==> src/rtl/mem_bus_arbiter_pkg.sv <==
// Shared types and constants for the AXI memory bus arbiter.
// Optional round-robin read arbitration is enabled by MEM_ARB_RR_EN.
package mem_bus_arbiter_pkg;

    localparam int         LINE_WORDS_DEF = 4;
    localparam logic [3:0] AXI_ID_IC      = 4'd0;
    localparam logic [3:0] AXI_ID_DC      = 4'd1;
    localparam logic [1:0] BURST_INCR     = 2'b01;
    localparam logic [2:0] SIZE_WORD      = 3'b010;

    typedef enum logic [2:0] {
        ST_IDLE,
        ST_AR,
        ST_R,
        ST_AW,
        ST_W,
        ST_B
    } arb_state_t;

    typedef enum logic {
        OWN_IC = 1'b0,
        OWN_DC = 1'b1
    } arb_owner_t;

    function automatic logic [7:0] burst_len(input logic cached, input int words);
        return cached ? 8'(words - 1) : 8'd0;
    endfunction

endpackage

==> src/rtl/mem_arb_wbuf.sv <==
// Write buffer: holds the granted line and steps through it one W beat at a time.
// Produces wdata for the current beat and flags the final beat.
module mem_arb_wbuf
    import mem_bus_arbiter_pkg::*;
#(
    parameter int LINE_WORDS = LINE_WORDS_DEF
) (
    input  logic                     clk,
    input  logic                     rst_n,
    input  logic                     load,
    input  logic [32*LINE_WORDS-1:0] line_in,
    input  logic                     clr,
    input  logic                     adv,
    input  logic [7:0]               last_idx,
    output logic [31:0]              wdata,
    output logic                     wlast
);

    localparam int CW = (LINE_WORDS > 1) ? $clog2(LINE_WORDS) : 1;

    logic [LINE_WORDS-1:0][31:0] line_q, line_d;
    logic [CW-1:0]               cnt_q, cnt_d;

    always_comb begin
        line_d = line_q;
        cnt_d  = cnt_q;
        if (load) begin
            line_d = line_in;
        end
        if (clr) begin
            cnt_d = '0;
        end else if (adv) begin
            cnt_d = cnt_q + CW'(1);
        end
    end

    always_ff @(posedge clk or negedge rst_n) begin
        if (!rst_n) begin
            line_q <= '0;
            cnt_q  <= '0;
        end else begin
            line_q <= line_d;
            cnt_q  <= cnt_d;
        end
    end

    assign wdata = line_q[cnt_q];
    assign wlast = (8'(cnt_q) == last_idx);

endmodule

==> src/rtl/mem_bus_arbiter.sv <==
// Single-outstanding AXI master shared by icache reads, dcache reads and dcache writes.
// Define MEM_ARB_RR_EN for round-robin between the two read requesters.
module mem_bus_arbiter
    import mem_bus_arbiter_pkg::*;
#(
    parameter int LINE_WORDS = LINE_WORDS_DEF
) (
    input  logic                     clk,
    input  logic                     rst_n,
    input  logic                     ic_rd_req,
    input  logic [31:0]              ic_rd_addr,
    input  logic                     ic_rd_cached,
    output logic                     ic_rd_gnt,
    output logic                     ic_rd_valid,
    output logic                     ic_rd_last,
    input  logic                     dc_rd_req,
    input  logic [31:0]              dc_rd_addr,
    input  logic                     dc_rd_cached,
    input  logic [1:0]               dc_rd_byte_type,
    output logic                     dc_rd_gnt,
    output logic                     dc_rd_valid,
    output logic                     dc_rd_last,
    output logic [31:0]              rd_data,
    input  logic                     dc_wr_req,
    input  logic [31:0]              dc_wr_addr,
    input  logic                     dc_wr_cached,
    input  logic [32*LINE_WORDS-1:0] dc_wr_line,
    input  logic [3:0]               dc_wr_strb,
    output logic                     dc_wr_gnt,
    output logic                     dc_wr_done,
    output logic [31:0]              araddr,
    output logic [7:0]               arlen,
    output logic [2:0]               arsize,
    output logic [1:0]               arburst,
    output logic [3:0]               arid,
    output logic                     arvalid,
    input  logic                     arready,
    input  logic [31:0]              rdata,
    input  logic                     rlast,
    input  logic                     rvalid,
    output logic                     rready,
    output logic [31:0]              awaddr,
    output logic [7:0]               awlen,
    output logic [2:0]               awsize,
    output logic [1:0]               awburst,
    output logic [3:0]               awid,
    output logic                     awvalid,
    input  logic                     awready,
    output logic [31:0]              wdata,
    output logic [3:0]               wstrb,
    output logic                     wlast,
    output logic                     wvalid,
    input  logic                     wready,
    input  logic                     bvalid,
    output logic                     bready
);

    arb_state_t  state_q, state_d;
    arb_owner_t  owner_q, owner_d;
    logic [31:0] addr_q, addr_d;
    logic        cached_q, cached_d;
    logic [2:0]  size_q, size_d;
    logic [3:0]  strb_q, strb_d;
    logic        pick_dc;
    logic        wb_load, wb_clr, wb_adv, wb_last;
    logic [7:0]  len;
    logic        rd_beat;

`ifdef MEM_ARB_RR_EN
    arb_owner_t  rr_q, rr_d;
    assign pick_dc = dc_rd_req & (!ic_rd_req | (rr_q == OWN_DC));
`else
    assign pick_dc = dc_rd_req;
`endif

    always_comb begin
        state_d   = state_q;
        owner_d   = owner_q;
        addr_d    = addr_q;
        cached_d  = cached_q;
        size_d    = size_q;
        strb_d    = strb_q;
        ic_rd_gnt = 1'b0;
        dc_rd_gnt = 1'b0;
        dc_wr_gnt = 1'b0;
        wb_load   = 1'b0;
        wb_clr    = 1'b0;
`ifdef MEM_ARB_RR_EN
        rr_d      = rr_q;
`endif
        unique case (state_q)
            ST_IDLE: begin
                // Victim writeback always goes ahead of the refill that evicted it
                if (dc_wr_req) begin
                    dc_wr_gnt = 1'b1;
                    wb_load   = 1'b1;
                    addr_d    = dc_wr_addr;
                    cached_d  = dc_wr_cached;
                    strb_d    = dc_wr_strb;
                    size_d    = SIZE_WORD;
                    owner_d   = OWN_DC;
                    state_d   = ST_AW;
                end else if (pick_dc) begin
                    dc_rd_gnt = 1'b1;
                    addr_d    = dc_rd_addr;
                    cached_d  = dc_rd_cached;
                    size_d    = dc_rd_cached ? SIZE_WORD : {1'b0, dc_rd_byte_type};
                    owner_d   = OWN_DC;
                    state_d   = ST_AR;
`ifdef MEM_ARB_RR_EN
                    rr_d      = OWN_IC;
`endif
                end else if (ic_rd_req) begin
                    ic_rd_gnt = 1'b1;
                    addr_d    = ic_rd_addr;
                    cached_d  = ic_rd_cached;
                    size_d    = SIZE_WORD;
                    owner_d   = OWN_IC;
                    state_d   = ST_AR;
`ifdef MEM_ARB_RR_EN
                    rr_d      = OWN_DC;
`endif
                end
            end
            ST_AR: if (arready) state_d = ST_R;
            ST_R:  if (rvalid && rlast) state_d = ST_IDLE;
            ST_AW: begin
                if (awready) begin
                    wb_clr  = 1'b1;
                    state_d = ST_W;
                end
            end
            ST_W:  if (wready && wb_last) state_d = ST_B;
            ST_B:  if (bvalid) state_d = ST_IDLE;
            default: state_d = ST_IDLE;
        endcase
    end

    always_ff @(posedge clk or negedge rst_n) begin
        if (!rst_n) begin
            state_q  <= ST_IDLE;
            owner_q  <= OWN_IC;
            addr_q   <= '0;
            cached_q <= 1'b0;
            size_q   <= '0;
            strb_q   <= '0;
`ifdef MEM_ARB_RR_EN
            rr_q     <= OWN_IC;
`endif
        end else begin
            state_q  <= state_d;
            owner_q  <= owner_d;
            addr_q   <= addr_d;
            cached_q <= cached_d;
            size_q   <= size_d;
            strb_q   <= strb_d;
`ifdef MEM_ARB_RR_EN
            rr_q     <= rr_d;
`endif
        end
    end

    assign wb_adv = (state_q == ST_W) & wready;

    mem_arb_wbuf #(
        .LINE_WORDS(LINE_WORDS)
    ) u_wbuf (
        .clk     (clk),
        .rst_n   (rst_n),
        .load    (wb_load),
        .line_in (dc_wr_line),
        .clr     (wb_clr),
        .adv     (wb_adv),
        .last_idx(len),
        .wdata   (wdata),
        .wlast   (wb_last)
    );

    assign len     = burst_len(cached_q, LINE_WORDS);

    assign arvalid = (state_q == ST_AR);
    assign araddr  = addr_q;
    assign arlen   = len;
    assign arsize  = size_q;
    assign arburst = BURST_INCR;
    assign arid    = (owner_q == OWN_DC) ? AXI_ID_DC : AXI_ID_IC;

    assign rready      = (state_q == ST_R);
    assign rd_beat     = rready & rvalid;
    assign rd_data     = rdata;
    assign ic_rd_valid = rd_beat & (owner_q == OWN_IC);
    assign dc_rd_valid = rd_beat & (owner_q == OWN_DC);
    assign ic_rd_last  = ic_rd_valid & rlast;
    assign dc_rd_last  = dc_rd_valid & rlast;

    assign awvalid = (state_q == ST_AW);
    assign awaddr  = addr_q;
    assign awlen   = len;
    assign awsize  = size_q;
    assign awburst = BURST_INCR;
    assign awid    = AXI_ID_DC;

    assign wvalid  = (state_q == ST_W);
    assign wstrb   = cached_q ? 4'hf : strb_q;
    assign wlast   = wvalid & wb_last;

    assign bready     = (state_q == ST_B);
    assign dc_wr_done = bready & bvalid;

endmodule

==> config.mk <==
export PLATFORM = sky130hd
export DESIGN_NAME = mem_bus_arbiter
export DESIGN_NICKNAME = d
export VERILOG_FILES = /design/src/rtl/mem_bus_arbiter_pkg.sv /design/src/rtl/mem_arb_wbuf.sv /design/src/rtl/mem_bus_arbiter.sv
export SDC_FILE = /design/constraint.sdc
export NUM_CORES = 1
export LEC_CHECK = 0
export ABC_CLOCK_PERIOD_IN_PS = 2110
export CORE_AREA = 5 5 175 177
export CTS_BUF_LIST = sky130_fd_sc_hd__clkbuf_16
export CTS_CLUSTER_SIZE = 12
export DETAILED_ROUTE_END_ITERATION = 8
export DIE_AREA = 0 0 180 182
export PLACE_DENSITY = 0.68
export SLEW_MARGIN = 20
export SYNTH_ARGS = -nofsm -noshare
export SYNTH_HDL_FRONTEND = slang
export SYNTH_SLANG_ARGS = --single-unit
==> constraint.sdc <==
create_clock -name clk -period 2.11 [get_ports clk]
set_clock_uncertainty 0.1 [all_clocks]
set_input_delay 0.633 -clock clk [delete_from_list [all_inputs] [get_ports clk]]
set_output_delay 0.633 -clock clk [all_outputs]
set_load 0.02 [all_outputs]
==> run metrics, run 1 <==
outcome=complete, but fails checks; violations in the final reports=setup timing; router iterations before antenna repair=4; post-synthesis instance area=8837 µm²; RSZ-0062 raised after global routing=true; Max-slew headroom=58.27%; maximum achievable frequency=378.4 MHz; total negative slack for setup checks=-33.21 ns; delay contributed by the slowest stage of the critical path=0.54 ns; core area=29090 µm²; Max IR drop VDD=0.8718 mV; largest buffer count on any clock path=2; CTS tree=yes; wire length of the first global-routing pass=45420 µm; clock edge transition at the registers on the reported setup and hold paths=roughly 0.070 ns; number of global-route vias before repair=around 7400; Post-Syn Instances=658; horizontal extent of the die=between 150 and 200 µm; overall routed net length=31470 µm; GRT Residual Overflow=0; GR Layer Usage met2=32.05%; gpl congestion=0.7894; power per standard cell area=approximately 1500 nW/µm²; number of setup violations in the final report=180; Final Instance Count excl. Fillers=1437; Final period util=125.3%; Static Leak=approximately 6.5 nW; Avg Cell Area, Syn=13.43 µm²; startpoint-to-endpoint class of the critical path=flip-flop to output port; library cells used by synthesis=39; critical-path cell with the highest stage delay=sky130_fd_sc_hd__mux4_2; count of pins over their slew limit=0; cell total after placement=1345; fin nets=1303; detailed router's first-iteration violation count=208; global-route total usage across every layer=18.15%; PnR Total Power=21.96 mW; worst-path cell chain=buf_12 > buf_12 > mux4_2 > buf_6; Area growth, synth to finish=67.52%; met1 demand-to-capacity share in global routing=20.07%; Site Rows=63; setup slack of the most critical reg-to-reg path=-0.22 ns; synthesis-stage register bit count=173; endpoints failing hold=0; max-cap violation count=0; most used routing layer in global routing=met2; Port Buf Inserts=366; WL per Instance=~22 µm; most prevalent standard cell on the critical path=sky130_fd_sc_hd__buf_12; Worst Setup Slack, final=-0.5329 ns; crit-path max FO=6; Top Ports=456; Worst Path Arrival=1.91 ns; worst slew pin tran=0.6260 ns; DRC errors left=0; area enclosed by the die boundary=around 33000 µm²; vias after detailed routing=between 6000 and 7000; Post-Route Hold Slack=~0.41 ns; met3 Resource Use GR=approximately 6.9%; largest net degree at the start of global routing=67; half-perimeter wire length after placement=21250 µm; number of levels the H-tree was split into=4; clock sink count=173; clock tree root buffer cell=sky130_fd_sc_hd__clkbuf_16; worst min-delay path category=flip-flop to flip-flop; launching element type of the critical path=flip-flop; share of final-layout standard cells stronger than drive strength 1=39.81%; antenna-violating nets left=0; Crit path buffers/inverters=3; required time reported for the critical path endpoint=1.38 ns; vias per inst=4.624; DIE HEIGHT=approximately 180 µm; initial standard-cell utilization of the core=around 30%; family with the most delay on the worst path=multiplexers; crit path time final=roughly 2.6 ns; antenna violations before repair=9; Synth Warn #=0; number of buffers created by CTS=17; Crit. End Element=output port; clk_lat worst skew=0.43 ns; share of synthesized area occupied by flip-flops and latches=about half
-- cells in the final DEF, fill, tap and decap left out, types with 22 or more instances in the layout --
master,synthesis,routed
sky130_fd_sc_hd__o21ai_0,33,33
sky130_fd_sc_hd__mux2_4,0,132
sky130_fd_sc_hd__buf_12,0,25
sky130_fd_sc_hd__dfrtp_1,173,168
sky130_fd_sc_hd__clkbuf_16,0,22
sky130_fd_sc_hd__conb_1,2,25
sky130_fd_sc_hd__buf_4,104,28
sky130_fd_sc_hd__mux4_2,32,32
sky130_fd_sc_hd__mux2_2,97,34
sky130_fd_sc_hd__nand2_1,37,35
sky130_fd_sc_hd__mux2i_1,34,34
sky130_fd_sc_hd__dlygate4sd2_1,0,69
sky130_fd_sc_hd__buf_6,3,78
sky130_fd_sc_hd__clkdlybuf4s50_1,0,240
-- synth_stat cells --
cell	count	area [µm²]
sky130_fd_sc_hd__o21ai_0	33	165.2
sky130_fd_sc_hd__and3b_1	1	8.760
sky130_fd_sc_hd__nand2b_1	2	12.51
sky130_fd_sc_hd__nand3b_1	1	7.510
sky130_fd_sc_hd__a31o_2	1	8.760
sky130_fd_sc_hd__xnor2_1	1	8.760
sky130_fd_sc_hd__and4bb_2	1	12.51
sky130_fd_sc_hd__mux2i_1	34	340.3
sky130_fd_sc_hd__or2_2	4	25.02
sky130_fd_sc_hd__buf_6	3	33.78
sky130_fd_sc_hd__a21oi_1	2	10.01
sky130_fd_sc_hd__mux2_2	97	1092
sky130_fd_sc_hd__nor2_1	3	11.26
sky130_fd_sc_hd__nor4b_4	1	23.77
sky130_fd_sc_hd__or3_1	2	12.51
sky130_fd_sc_hd__inv_1	3	11.26
sky130_fd_sc_hd__mux2_1	71	799.5
sky130_fd_sc_hd__or2_1	1	6.260
sky130_fd_sc_hd__a221oi_1	1	8.760
sky130_fd_sc_hd__clkbuf_1	12	45.04
sky130_fd_sc_hd__a221o_1	1	10.01
sky130_fd_sc_hd__dfrtp_1	173	4329
sky130_fd_sc_hd__a32o_1	1	10.01
sky130_fd_sc_hd__and2_1	2	12.51
sky130_fd_sc_hd__and3_1	3	18.77
sky130_fd_sc_hd__o22ai_1	1	6.260
sky130_fd_sc_hd__a22o_1	1	8.760
sky130_fd_sc_hd__buf_1	1	3.750
sky130_fd_sc_hd__nor3_1	1	5.000
sky130_fd_sc_hd__mux4_2	32	720.7
sky130_fd_sc_hd__conb_1	2	7.510
sky130_fd_sc_hd__a211oi_1	1	7.510
sky130_fd_sc_hd__o21a_1	1	7.510
sky130_fd_sc_hd__nor4_1	1	6.260
sky130_fd_sc_hd__buf_4	104	780.8
sky130_fd_sc_hd__nor3b_1	4	30.03
sky130_fd_sc_hd__nand3_1	2	10.01
sky130_fd_sc_hd__buf_2	16	80.08
sky130_fd_sc_hd__nand2_1	37	138.9
-- logic make-up after synthesis --
kind of cell	share of synthesized area, %
AOI/OAI and AO/OA	2.747
DFF	48.99
buffers and inverters	10.80
other	0.08498
and+or+nand+nor	3.865
xor gates and xnor gates	0.09913
muxes	33.41
-- final timing paths --
kind | start | endpoint | cells past startpoint
max | u_wbuf.cnt_q[0] | wdata[0] | 4
min | u_wbuf.line_q[83] | u_wbuf.line_q[83] | 1
max reg2reg | state_q[1] | u_wbuf.line_q[65] | 11
min reg2reg | u_wbuf.line_q[83] | u_wbuf.line_q[83] | 1
max in group asynchronous | rst_n | u_wbuf.cnt_q[1] | 3
min in group asynchronous | rst_n | u_wbuf.line_q[101] | 2
-- report_power, final --
part | switching [mW] | internal, mW | total (mW)
sequential | 1.12 | 5.03 | 6.15
clock | 1.63 | 1.60 | 3.24
combinational | 5.12 | 7.46 | 12.6
total | 7.87 | 14.1 | 22.0
-- flip-flops by register name, indices dropped and copies added (netlist names) --
| name | cells |
|---|---|
| u_wbuf.cnt_q | 2 |
| cached_q | 1 |
| arsize | 2 |
| strb_q | 4 |
| araddr | 32 |
| state_q | 3 |
| owner_q | 1 |
| u_wbuf.line_q | 128 |
-- routing by layer --
layer  part of all wire (%)  routed length (µm)
met1                     37               11770
met2                     52               16470
met3                    8.4                2637
met4                    1.9                 593
met5                  0.029                   9
-- metrics by stage --
stage / instance area (µm²) / util, % / setup slack (ns)
after global routing: 14800 / 50.90 / -0.6036
after detailed placement: 12610 / 43.36 / -0.7305
after global placement: 12610 / 43.36 / -0.7335
after CTS: 14500 / 49.85 / -0.5749
after floorplan: 8962 / - / -0.1242
final: 14800 / 50.90 / -0.5329
-- area by class of cell --
cell class	count	area (µm²)
flip-flops and latches	173	4335
repair buffers	463	5091
diodes	7	17.52
multi-input cells	369	4262
inverters	3	11.26
fillers	2507	14280
well taps	390	488.0
clock buffers	17	425.4
clock inverters	15	173.9
-- repair_timing --
item / in CTS / in global routing
gates cloned: 20 / 5
resized for setup: 533 / 120
pin swaps: 5 / 14
endpoints found under the hold margin: 26 / 0
hold buffers: 1 / 0
endpoints found under the setup margin: 245 / 182
buffers inserted: 28 / 18
No activity file was read; power rests on OpenSTA's default activity.
==> inputs of run 2 (changes only) <==
- REMOVE_ABC_BUFFERS: not set -> 1
==> run metrics, run 2 (synthesized netlist as in run 1, its figures left out) <==
outcome=complete, but fails checks; violations in the final reports=setup timing; final standard cell utilization of the core=50.97%; required time reported for the critical path endpoint=roughly 1.4 ns; core area=just under 30000 µm²; largest buffer count on any clock path=2; Crit. End Element=output port; Hold Path End=u_wbuf.line_q[116]; Area growth, synth to finish=67.76%; cell total after placement=1345; fin nets=between 1000 and 1500; number of cells on the worst reg-to-reg path=11; Final period util=124.2%; max-cap violation count=0; largest net degree at the start of global routing=slightly below 70; count of pins over their slew limit=0; endpoint of the worst-slack reg-to-reg timing path=u_wbuf.line_q[27]; antenna-violating nets left=0; wire length of the first global-routing pass=43020 µm; DIE HEIGHT=~180 µm; Worst Hold Launch=u_wbuf.line_q[116]; Max IR drop VDD=roughly 0.84 mV; Port Buf Inserts=roughly 370; startpoint-to-endpoint class of the critical path=flip-flop to output port; maximum achievable frequency=381.6 MHz; most frequent cells in the layout=sky130_fd_sc_hd__clkdlybuf4s50_1, sky130_fd_sc_hd__dfrtp_1, sky130_fd_sc_hd__mux2_4; Site Rows=63; WL per Instance=between 20 and 25 µm; GRT Residual Overflow=0; CTS tree=yes; Seq. cell area=4334 µm²; worst min-delay path category=flip-flop to flip-flop; area enclosed by the die boundary=32760 µm²; clock tree root buffer cell=sky130_fd_sc_hd__clkbuf_16; Worst Setup Slack, final=-0.5107 ns; clock edge transition at the registers on the reported setup and hold paths=0.07 ns; combined area of the multi-input logic cells=about 4200 µm²; Static Leak=between 6 and 7 nW; Worst Path Arrival=approximately 1.9 ns; crit-path max FO=5; half-perimeter wire length after placement=approximately 22000 µm; fill cell instance count of the final layout=2482; Max-slew headroom=62.10%; number of levels the H-tree was split into=4; number of buffers created by CTS=17; cell depth of the worst hold path=1; DRC errors left=0; launching element type of the critical path=flip-flop; commonest non-fill, non-tap cell in the layout=sky130_fd_sc_hd__clkdlybuf4s50_1; clock sink count=about 170; crit path time final=approximately 2.6 ns; vias after detailed routing=6614; register with the most flip-flops=u_wbuf.line_q; antenna violations before repair=3; gpl congestion=0.8307; overall routed net length=32070 µm; initial standard-cell utilization of the core=30.38%; detailed router's first-iteration violation count=320; global-route total usage across every layer=approximately 17%; flip-flop count of the largest register, all copies and words added=approximately 130; worst slew pin tran=0.5685 ns; power per standard cell area=around 1500 nW/µm²; vias per inst=4.580; RSZ-0062 raised after global routing=true; horizontal extent of the die=around 180 µm; setup slack of the most critical reg-to-reg path=-0.27 ns; share of final-layout standard cells stronger than drive strength 1=39.73%; number of global-route vias before repair=6972; Worst R2R Start=state_q[1]; Top Ports=456; clk_lat worst skew=0.43 ns; router iterations before antenna repair=4; Final Instance Count excl. Fillers=between 1000 and 1500; endpoints failing hold=0; PnR Total Power=21.82 mW; number of setup violations in the final report=180
==> run 2: report_power, final <==
part           switching, mW  leakage (nW)  total (mW)  internal, mW
Sequential              1.09          2.05        6.12          5.03
Clock                   1.46         0.282        3.12          1.67
Combinational           5.15          4.23        12.6          7.43
==> run 2: how the worst max path moves through the flow <==
stage                                from    endpoint  slack, ns  cells after the start
after floorplan                 dc_wr_req   strb_q[0]      -3.74                      2
after global placement             rvalid  ic_rd_last      -0.57                      4
after detailed placement           rvalid  dc_rd_last      -0.59                      4
after CTS                 u_wbuf.cnt_q[0]   wdata[10]      -0.64                      5
after global routing      u_wbuf.cnt_q[0]   wdata[23]      -0.59                      5
final                     u_wbuf.cnt_q[0]   wdata[11]      -0.51                      5
==> run 2: cell type report <==
class	instances	area share, %
Clock buffer	17	2.869
Sequential cell	173	29.23
Inverter	3	0.07596
Multi-Input combinational cell	369	28.48
Antenna cell	2	0.03376
Tap cell	390	3.291
Timing Repair Buffer	475	34.98
Clock inverter	15	1.030
==> run 2: layer usage <==
metal / part of all wire, % / wire length, µm / vias to the layer above / track usage, %
li1: - / - / 2994 / -
met1: 40 / 12930 / 3343 / 20.19
met2: 51 / 16480 / 202 / 30.12
met3: 4.6 / 1477 / 73 / 4.087
met4: 3.7 / 1175 / 2 / 8.046
met5: 0.041 / 13 / - / 0
==> run 2: worst max-delay path, cell delays in order, from the launching register on <==
cell and delay (ns):
sky130_fd_sc_hd__dfrtp_2 0.45, sky130_fd_sc_hd__buf_4 0.15, sky130_fd_sc_hd__buf_12 0.13, sky130_fd_sc_hd__buf_4 0.13, sky130_fd_sc_hd__mux4_2 0.44, sky130_fd_sc_hd__buf_6 0.15
==> run 2: what timing repair did <==
action,CTS,global route
pin swaps,6,12
setup endpoints to repair,123,181
setup buffers,21,19
hold endpoints to repair,22,0
gates cloned,5,21
hold buffers,1,0
resized for setup,406,186
==> run 2: per-stage QoR <==
| stage | worst slack, ns | hold slack (ns) | setup TNS (ns) | instance area, µm² |
|---|---|---|---|---|
| 2_1_floorplan | -3.737 | 0.2374 | -518.71 | 7980 |
| 3_3_place_gp | -0.5717 | 0.3620 | -17.24 | 12570 |
| 3_5_place_dp | -0.5887 | 0.3708 | -18.03 | 12570 |
| 4_1_cts | -0.6371 | 0.3860 | -21.11 | 13570 |
| 5_1_grt | -0.5857 | 0.4024 | -53.64 | 14830 |
| 6_report | -0.5107 | 0.3874 | -44.23 | 14830 |
